`config.mk`:
```
export PLATFORM = sky130hd
export DESIGN_NAME = hawk_compdecomp_ctrl
export DESIGN_NICKNAME = d
export VERILOG_FILES = /design/src/rtl/hawk_compdecomp_ctrl_pkg.sv /design/src/rtl/hawk_compdecomp_ctrl.sv
export SDC_FILE = /design/constraint.sdc
export NUM_CORES = 1
export LEC_CHECK = 0
export BUFFER_PORTS_ARGS = -buffer_cell sky130_fd_sc_hd__clkbuf_2
export CAP_MARGIN = 20
export CELL_PAD_IN_SITES_DETAIL_PLACEMENT = 2
export CELL_PAD_IN_SITES_GLOBAL_PLACEMENT = 2
export CORE_AREA = 2 2 94 96
export DETAILED_ROUTE_END_ITERATION = 8
export DIE_AREA = 0 0 96 98
export PLACE_DENSITY = 0.88
export SLEW_MARGIN = 20
export SYNTH_ARGS = -nofsm -noshare
export SYNTH_HDL_FRONTEND = slang
export SYNTH_SLANG_ARGS = --single-unit
```
`constraint.sdc`:
```
create_clock -name clk_i -period 2.2 [get_ports clk_i]
set_input_delay 0.44 -clock clk_i [delete_from_list [all_inputs] [get_ports clk_i]]
set_output_delay 0.44 -clock clk_i [all_outputs]
set_load 0.01 [all_outputs]
```
`src/rtl/hawk_compdecomp_ctrl_pkg.sv`:
```
// Shared types for the Hawk compress/decompress initiator controller.
package hawk_compdecomp_ctrl_pkg;

  typedef enum logic [1:0] {
    ST_IDLE,
    ST_WAIT_LOAD,
    ST_ACTIVE,
    ST_RESP
  } state_t;

  localparam logic OP_COMP   = 1'b0;
  localparam logic OP_DECOMP = 1'b1;

  // Widest tag the response record can carry; TAG_W must not exceed it.
  localparam int RSP_TAG_MAX = 16;

  typedef logic [13:0] comp_size_t;

  typedef struct packed {
    logic [RSP_TAG_MAX-1:0] tag;
    logic                   op;
    comp_size_t             size;
    logic                   compressible;
    logic                   err;
  } rsp_t;

endpackage

```
`src/rtl/hawk_compdecomp_ctrl.sv`:
```
// Sequences one page compress/decompress: wait for the page load, hold start
// until the matching done (or timeout), then hold a response until accepted.
module hawk_compdecomp_ctrl
  import hawk_compdecomp_ctrl_pkg::*;
#(
  parameter int         TIMEOUT_CYCLES = 1024,
  parameter comp_size_t COMP_THRESH    = 14'd2048,
  parameter int         TAG_W          = 8
) (
  input  logic             clk_i,
  input  logic             rst_i,
  input  logic             req_valid,
  output logic             req_ready,
  input  logic             req_op,
  input  logic [TAG_W-1:0] req_tag,
  input  logic             load_done,
  output logic             comp_start,
  input  logic             comp_done,
  output logic             decomp_start,
  input  logic             decomp_done,
  input  logic [13:0]      comp_size,
  output logic             rsp_valid,
  input  logic             rsp_ready,
  output logic [TAG_W-1:0] rsp_tag,
  output logic             rsp_op,
  output logic [13:0]      rsp_size,
  output logic             rsp_compressible,
  output logic             rsp_err,
  output logic             busy,
  output logic [15:0]      stat_comp_ok
);

  localparam int CNT_W = (TIMEOUT_CYCLES > 1) ? $clog2(TIMEOUT_CYCLES) : 1;

  state_t           state_q, state_d;
  rsp_t             rsp_q;
  logic             load_seen_q;
  logic [CNT_W-1:0] cnt_q;
  logic [15:0]      stat_q;
  logic             match_done;
  logic             timeout;

  assign match_done = (rsp_q.op == OP_DECOMP) ? decomp_done : comp_done;
  assign timeout    = (cnt_q == CNT_W'(TIMEOUT_CYCLES - 1));

  always_comb begin
    state_d = state_q;
    unique case (state_q)
      ST_IDLE:      if (req_valid)                state_d = ST_WAIT_LOAD;
      ST_WAIT_LOAD: if (load_done || load_seen_q) state_d = ST_ACTIVE;
      ST_ACTIVE:    if (match_done || timeout)    state_d = ST_RESP;
      ST_RESP:      if (rsp_ready)                state_d = ST_IDLE;
      default:                                    state_d = ST_IDLE;
    endcase
  end

  always_ff @(posedge clk_i) begin
    if (rst_i) begin
      state_q     <= ST_IDLE;
      load_seen_q <= 1'b0;
      cnt_q       <= '0;
      rsp_q       <= '0;
      stat_q      <= '0;
    end else begin
      state_q <= state_d;

      // The read engine may finish loading before the request shows up.
      if (state_q == ST_IDLE && load_done)
        load_seen_q <= 1'b1;
      else if (state_q == ST_WAIT_LOAD && state_d == ST_ACTIVE)
        load_seen_q <= 1'b0;

      if (state_q == ST_WAIT_LOAD)
        cnt_q <= '0;
      else if (state_q == ST_ACTIVE && !timeout)
        cnt_q <= cnt_q + 1'b1;

      if (state_q == ST_IDLE && req_valid) begin
        rsp_q.tag          <= RSP_TAG_MAX'(req_tag);
        rsp_q.op           <= req_op;
        rsp_q.size         <= '0;
        rsp_q.compressible <= 1'b0;
        rsp_q.err          <= 1'b0;
      end

      // Done beats timeout when both land in the same cycle.
      if (state_q == ST_ACTIVE && state_d == ST_RESP) begin
        rsp_q.err          <= !match_done;
        rsp_q.size         <= (match_done && rsp_q.op == OP_COMP) ? comp_size : '0;
        rsp_q.compressible <= match_done && (rsp_q.op == OP_COMP) &&
                              (comp_size <= COMP_THRESH);
      end

      if (state_q == ST_RESP && rsp_ready && rsp_q.compressible && stat_q != 16'hFFFF)
        stat_q <= stat_q + 16'd1;
    end
  end

  assign req_ready        = (state_q == ST_IDLE);
  assign busy             = (state_q != ST_IDLE);
  assign rsp_valid        = (state_q == ST_RESP);
  assign comp_start       = (state_q == ST_ACTIVE) && (rsp_q.op == OP_COMP);
  assign decomp_start     = (state_q == ST_ACTIVE) && (rsp_q.op == OP_DECOMP);
  assign rsp_tag          = TAG_W'(rsp_q.tag);
  assign rsp_op           = rsp_q.op;
  assign rsp_size         = rsp_q.size;
  assign rsp_compressible = rsp_q.compressible;
  assign rsp_err          = rsp_q.err;
  assign stat_comp_ok     = stat_q;

endmodule

```
* After elaboration in Yosys (flattened, before gate mapping) *
Index checks and enable logic that the tools add are counted.
Widths: inputs -> output; s select.

operators by class
  add/subtract/negate cells = 2
  magnitude comparators = 1
  equality and inequality tests = 7
  mux-type cells = 11
  bitwise operators = 1
  reduce and logical (&&, ||, !) cells = 21

operator list
  cell                   number
  $mux 16                2
  $add 16x1->16 const B  1
  $ne 16x16->1 const B   1
  $le 14x12->1 const B   1
  $mux 14                1
  $logic_and 1x1->1      12
  $add 10x1->10 const B  1
  $eq 10x10->1 const B   1
  $eq 2x2->1 const B     4
  $mux 2                 4
  $pmux 2 s4             1
  $reduce_bool 2->1      3
  $mux 1                 3
  $eq 2x1->1 const B     1
  $logic_not 1->1        2
  $logic_not 2->1        1
  $logic_or 1x1->1       2
  $reduce_or 2->1        1
  $not 1->1              1

storage, ports and cells
  flip-flop bits (word level) = 54
  bits of input ports = 30
  output and inout port bits = 46
  word-level logic and storage cells = 52

* Depth between registers and ports, before layout *
  depth in word-level cells = 8
  gate-level depth with buffers = 6

* Least setup slack after synthesis *
No wires, ideal clock.

  path type = register to register
  start point = register stat_q[0], in the netlist stat_comp_ok[0]
  end point = register stat_q[1], in the netlist stat_comp_ok[1]
  arrival time = 1.673 ns
  data required time = 2.072 ns
  slack = 0.400 ns
  stages on the path, launching flop included = 7
  cells stage by stage = dfxtp_1 ha_1 nand4_1 o41ai_4 buf_6 mux2i_1 nor2_1

between the ends
  cells in the longest elaborated chain, start to end = 2
  elaborated cells between the ends (all ways) = 3

RTL lines
  item                                                   line                        source
  from (decl)                                            hawk_compdecomp_ctrl.sv:39  logic [15:0] stat_q;
  from (signal assigned)                                 hawk_compdecomp_ctrl.sv:95  stat_q <= stat_q + 16'd1;
  branches (longest 2 deep; another with $add 16x1->16)  -

Parallel ways; which one is timed is not known.
A chain may end at the register's enable or synchronous reset.

* Worst setup path after layout *
  start point = register state_q[1]
  end point = output port decomp_start

between the ends
  cells in the longest elaborated chain, start to end = 2

RTL lines
  item                    line                         source
  from (decl)             hawk_compdecomp_ctrl.sv:35   state_t state_q, state_d;
  from (signal assigned)  hawk_compdecomp_ctrl.sv:65   state_q <= state_d;
  $eq 2x2->1              hawk_compdecomp_ctrl.sv:103  assign decomp_start = (state_q == ST_ACTIVE) && (rsp_q.op == OP_DECOMP);
  $logic_and 1x1->1       hawk_compdecomp_ctrl.sv:103
  to (decl)               hawk_compdecomp_ctrl.sv:19   output logic decomp_start,

No other way between the ends.

==> metrics.md <==
| Metric | Value |
|---|---|
| Hold path start | req_tag[7] |
| Final WS setup | 0.252 ns |
| Placeable core area | 8470 sq um |
| Fin Clk Skew | 0.0125 ns |
| Setup TNS | 0 ns |
| Multi-input logic area | 1220 sq um |
| First-pass GRT wire length | 12100 um |
| Total CTS buffers | 5 |
| Most frequent cells in the layout | 75 x clkbuf_2, 54 x dfxtp_1, 32 x nand2_1 |
| Synth top area cells | dfxtp_1 45%, a21oi_1 6.3%, a22o_1 5.1% |
| # hold bufs at CTS | 0 |
| Initial DRT Pass Iterations | 3 |
| Setup violations, final | 0 |
| Initial core utilization | 28.2% |
| CP arrival | 1.51 ns |
| Leakage Power | 1.18 nW |
| Clock Path Buffers | 2 |
| ANT nets after route | 0 |
| Register-to-Register Path Depth | 6 |
| FF-to-FF Start | stat_comp_ok[0] |
| WL/cell | 16.0 um |
| Sequential area share after synthesis | 45.4% |
| RSZ-0062 raised after global routing | false |
| Die Area | 9410 sq um |
| Worst Path Required | 1.76 ns |
| Last element of the critical path | decomp_start |
| Layout cell share with drive strength beyond 1 | 28.6% |
| Status | completed |
| Synth Net Count | 295 |
| Max-Cap Viols | 0 |
| Fillers | 992 |
| Mean number of vias per cell | 5.19 |
| Cells after Synth | 263 |
| IO buf count | 75 |
| Dpl ws | 0.182 ns |
| FF-to-FF setup slack | 0.32 ns |
| Warnings from Yosys | 0 |
| TritonCTS clock tree | built |
| GP Congestion | 0.715 |
| CTS H-tree depth | 2 |
| Routed vias | 2319 |
| Hold Fails Final Rpt | 0 |
| Clock sinks | 54 |
| Clock transition at path regs | 0.09 ns |
| N_diodes | 0 |
| Synthesized area per cell | 9.06 sq um |
| Hpwl dp | 5520 um |
| Critical Path Sink Type | primary output |
| WS Path Type | flop to primary output |
| Most common cell after layout, fill and taps aside | clkbuf_2 |
| CTS Root Cell | clkbuf_8 |
| DRC viols | 0 |
| Number of global-route vias before repair | 2566 |
| Post-CTS setup buffer count | 0 |
| FMAX | 0.513 GHz |
| Crit Path Max Fanout | 12 |
| Synth area leader | dfxtp_1 |
| Worst-Skew Late Latency | 0.32 ns |
| Cell area power density | 604 nW/um^2 |
| Crit path launch type | flop |
| Worst VDD drop | 0.255 mV |
| Max Slew Vio Count | 0 |
| Share of the synthesized area in the top cell type | 45.4% |
| Fin nets | 371 |
| Final wirelength | 7140 um |
| Reg-to-Reg End | stat_comp_ok[1] |
| Std-Cell Rows | 34 |
| Total track usage | 15.8% |
| Synth Flop Type | dfxtp_1 |
| Layout Area Growth over Synthesis | 24.0% |
| Initial antenna violation count | 0 |
| # resized after CTS | 0 |
| Largest net degree at the start of global routing | 18 |
| Fin crit share | 88.5% |
| IO Pins | 76 |
| Hold crit path type | input pin to flop |
| Slew margin rel. | 56.1% |
| Total power | 1.79 mW |
| GRT Residual Overflow | 0 |
| Measured slew at the worst slew-check pin | 0.657 ns |
| Synth cell types | 46 |
| Tmin final | 1.95 ns |
| First DRT Iteration DRCs | 40 |
| Asr flop ratio synth | 0% |
| Post-synthesis register bit count | 54 |
| Start point of the critical path | state_q[1] |
| Sequential cell area | 1080 sq um |
| Die H | 98 um |
| Post-synth EDFFs | 0 |
| Die Width | 96 um |
| Synth Cell Area | 2380 sq um |
## Yosys cell counts (2+ instances only)
| cell type | instances |
|---|---|
| dfxtp_1 | 54 |
| nand2_1 | 32 |
| a21oi_1 | 30 |
| nor2_1 | 17 |
| a22o_1 | 14 |
| o31ai_1 | 11 |
| or3_1 | 9 |
| nand3_1 | 8 |
| or4_1 | 8 |
| clkbuf_1 | 5 |
| inv_1 | 5 |
| nor2b_1 | 4 |
| nor4_1 | 4 |
| o21ai_0 | 4 |
| o21ai_1 | 4 |
| a211oi_1 | 3 |
| and2_1 | 3 |
| and4_1 | 3 |
| buf_4 | 3 |
| mux2i_1 | 3 |
| nand4_1 | 3 |
| xor2_1 | 3 |
| a211oi_2 | 2 |
| and3_1 | 2 |
| buf_2 | 2 |
| ha_1 | 2 |
| mux2_1 | 2 |
| nand2b_1 | 2 |
| nand4_2 | 2 |
| nor3_1 | 2 |
| o211ai_1 | 2 |
## sequential cells by signal, indices dropped and copies added, names as in the netlist
| register | cells |
|---|---|
| cnt_q | 10 |
| load_seen_q | 1 |
| rsp_compressible | 1 |
| rsp_err | 1 |
| rsp_op | 1 |
| rsp_size | 14 |
| rsp_tag | 8 |
| stat_comp_ok | 16 |
| state_q | 2 |
## power breakdown
| part | total [mW] | internal [mW] | switching (mW) |
|---|---|---|---|
| registers | 1.03 | 1.00 | 0.0277 |
| logic | 0.203 | 0.0796 | 0.123 |
| clock network | 0.552 | 0.220 | 0.332 |
## routing by layer
| metal | vias to the layer above | GRT usage [%] | part of all wire [%] |
|---|---|---|---|
| met4 | 0 | 3.96 | 1.0 |
| met2 | 61 | 28.0 | 51 |
| li1 | 1126 | - | - |
| met1 | 1125 | 18.7 | 42 |
| met3 | 7 | 4.17 | 6.3 |
| met5 | - | 0 | 0 |
## worst max-delay path, cell delays in order (launching register included)
cell and delay (ns):
dfxtp_1 0.56, nor2b_1 0.18, buf_4 0.17, and2_1 0.15
clkbuf_2 0.14
## how the worst min path moves through the flow
| stage | end | slack (ns) | cells after the start |
|---|---|---|---|
| floorplan | load_seen_q | 0.45 | 2 |
| global placement | rsp_tag[4] | 0.44 | 2 |
| finish | rsp_tag[7] | 0.35 | 3 |
| detailed placement | rsp_tag[7] | 0.46 | 2 |
| global route | rsp_tag[6] | 0.34 | 3 |
| CTS | rsp_tag[7] | 0.34 | 3 |
## kinds of logic after synthesis
logic type,after synthesis,share of synthesized area [%]
AO/OA/AOI/OAI,77,22.6
XOR/XNOR,3,1.10
adder cells (fa/ha/maj),2,1.05
buffers and inverters,17,3.57
flip-flops,54,45.4
multiplexers,5,2.20
AND/OR/NAND/NOR,105,24.1
## metrics by stage
stage | hold slack, ns | cells | utilization (%) | instance area (sq um)
2_1_floorplan | 0.454 | 263 | - | 2380
3_3_place_gp | 0.443 | 440 | 33.9 | 2870
3_5_place_dp | 0.459 | 440 | 33.9 | 2870
4_1_cts | 0.340 | 447 | 34.8 | 2950
5_1_grt | 0.344 | 447 | 34.9 | 2960
6_report | 0.348 | 447 | 34.9 | 2960
## area by class of cell
| class | instances | area share (%) |
|---|---|---|
| clock buffer | 6 | 2.45 |
| clock inverter | 1 | 0.254 |
| inverter | 6 | 0.762 |
| multi-input combinational | 192 | 41.4 |
| sequential | 54 | 36.6 |
| tap | 108 | 4.57 |
| timing repair buffer | 80 | 14.0 |
No activity file was read; power rests on OpenSTA's default activity.
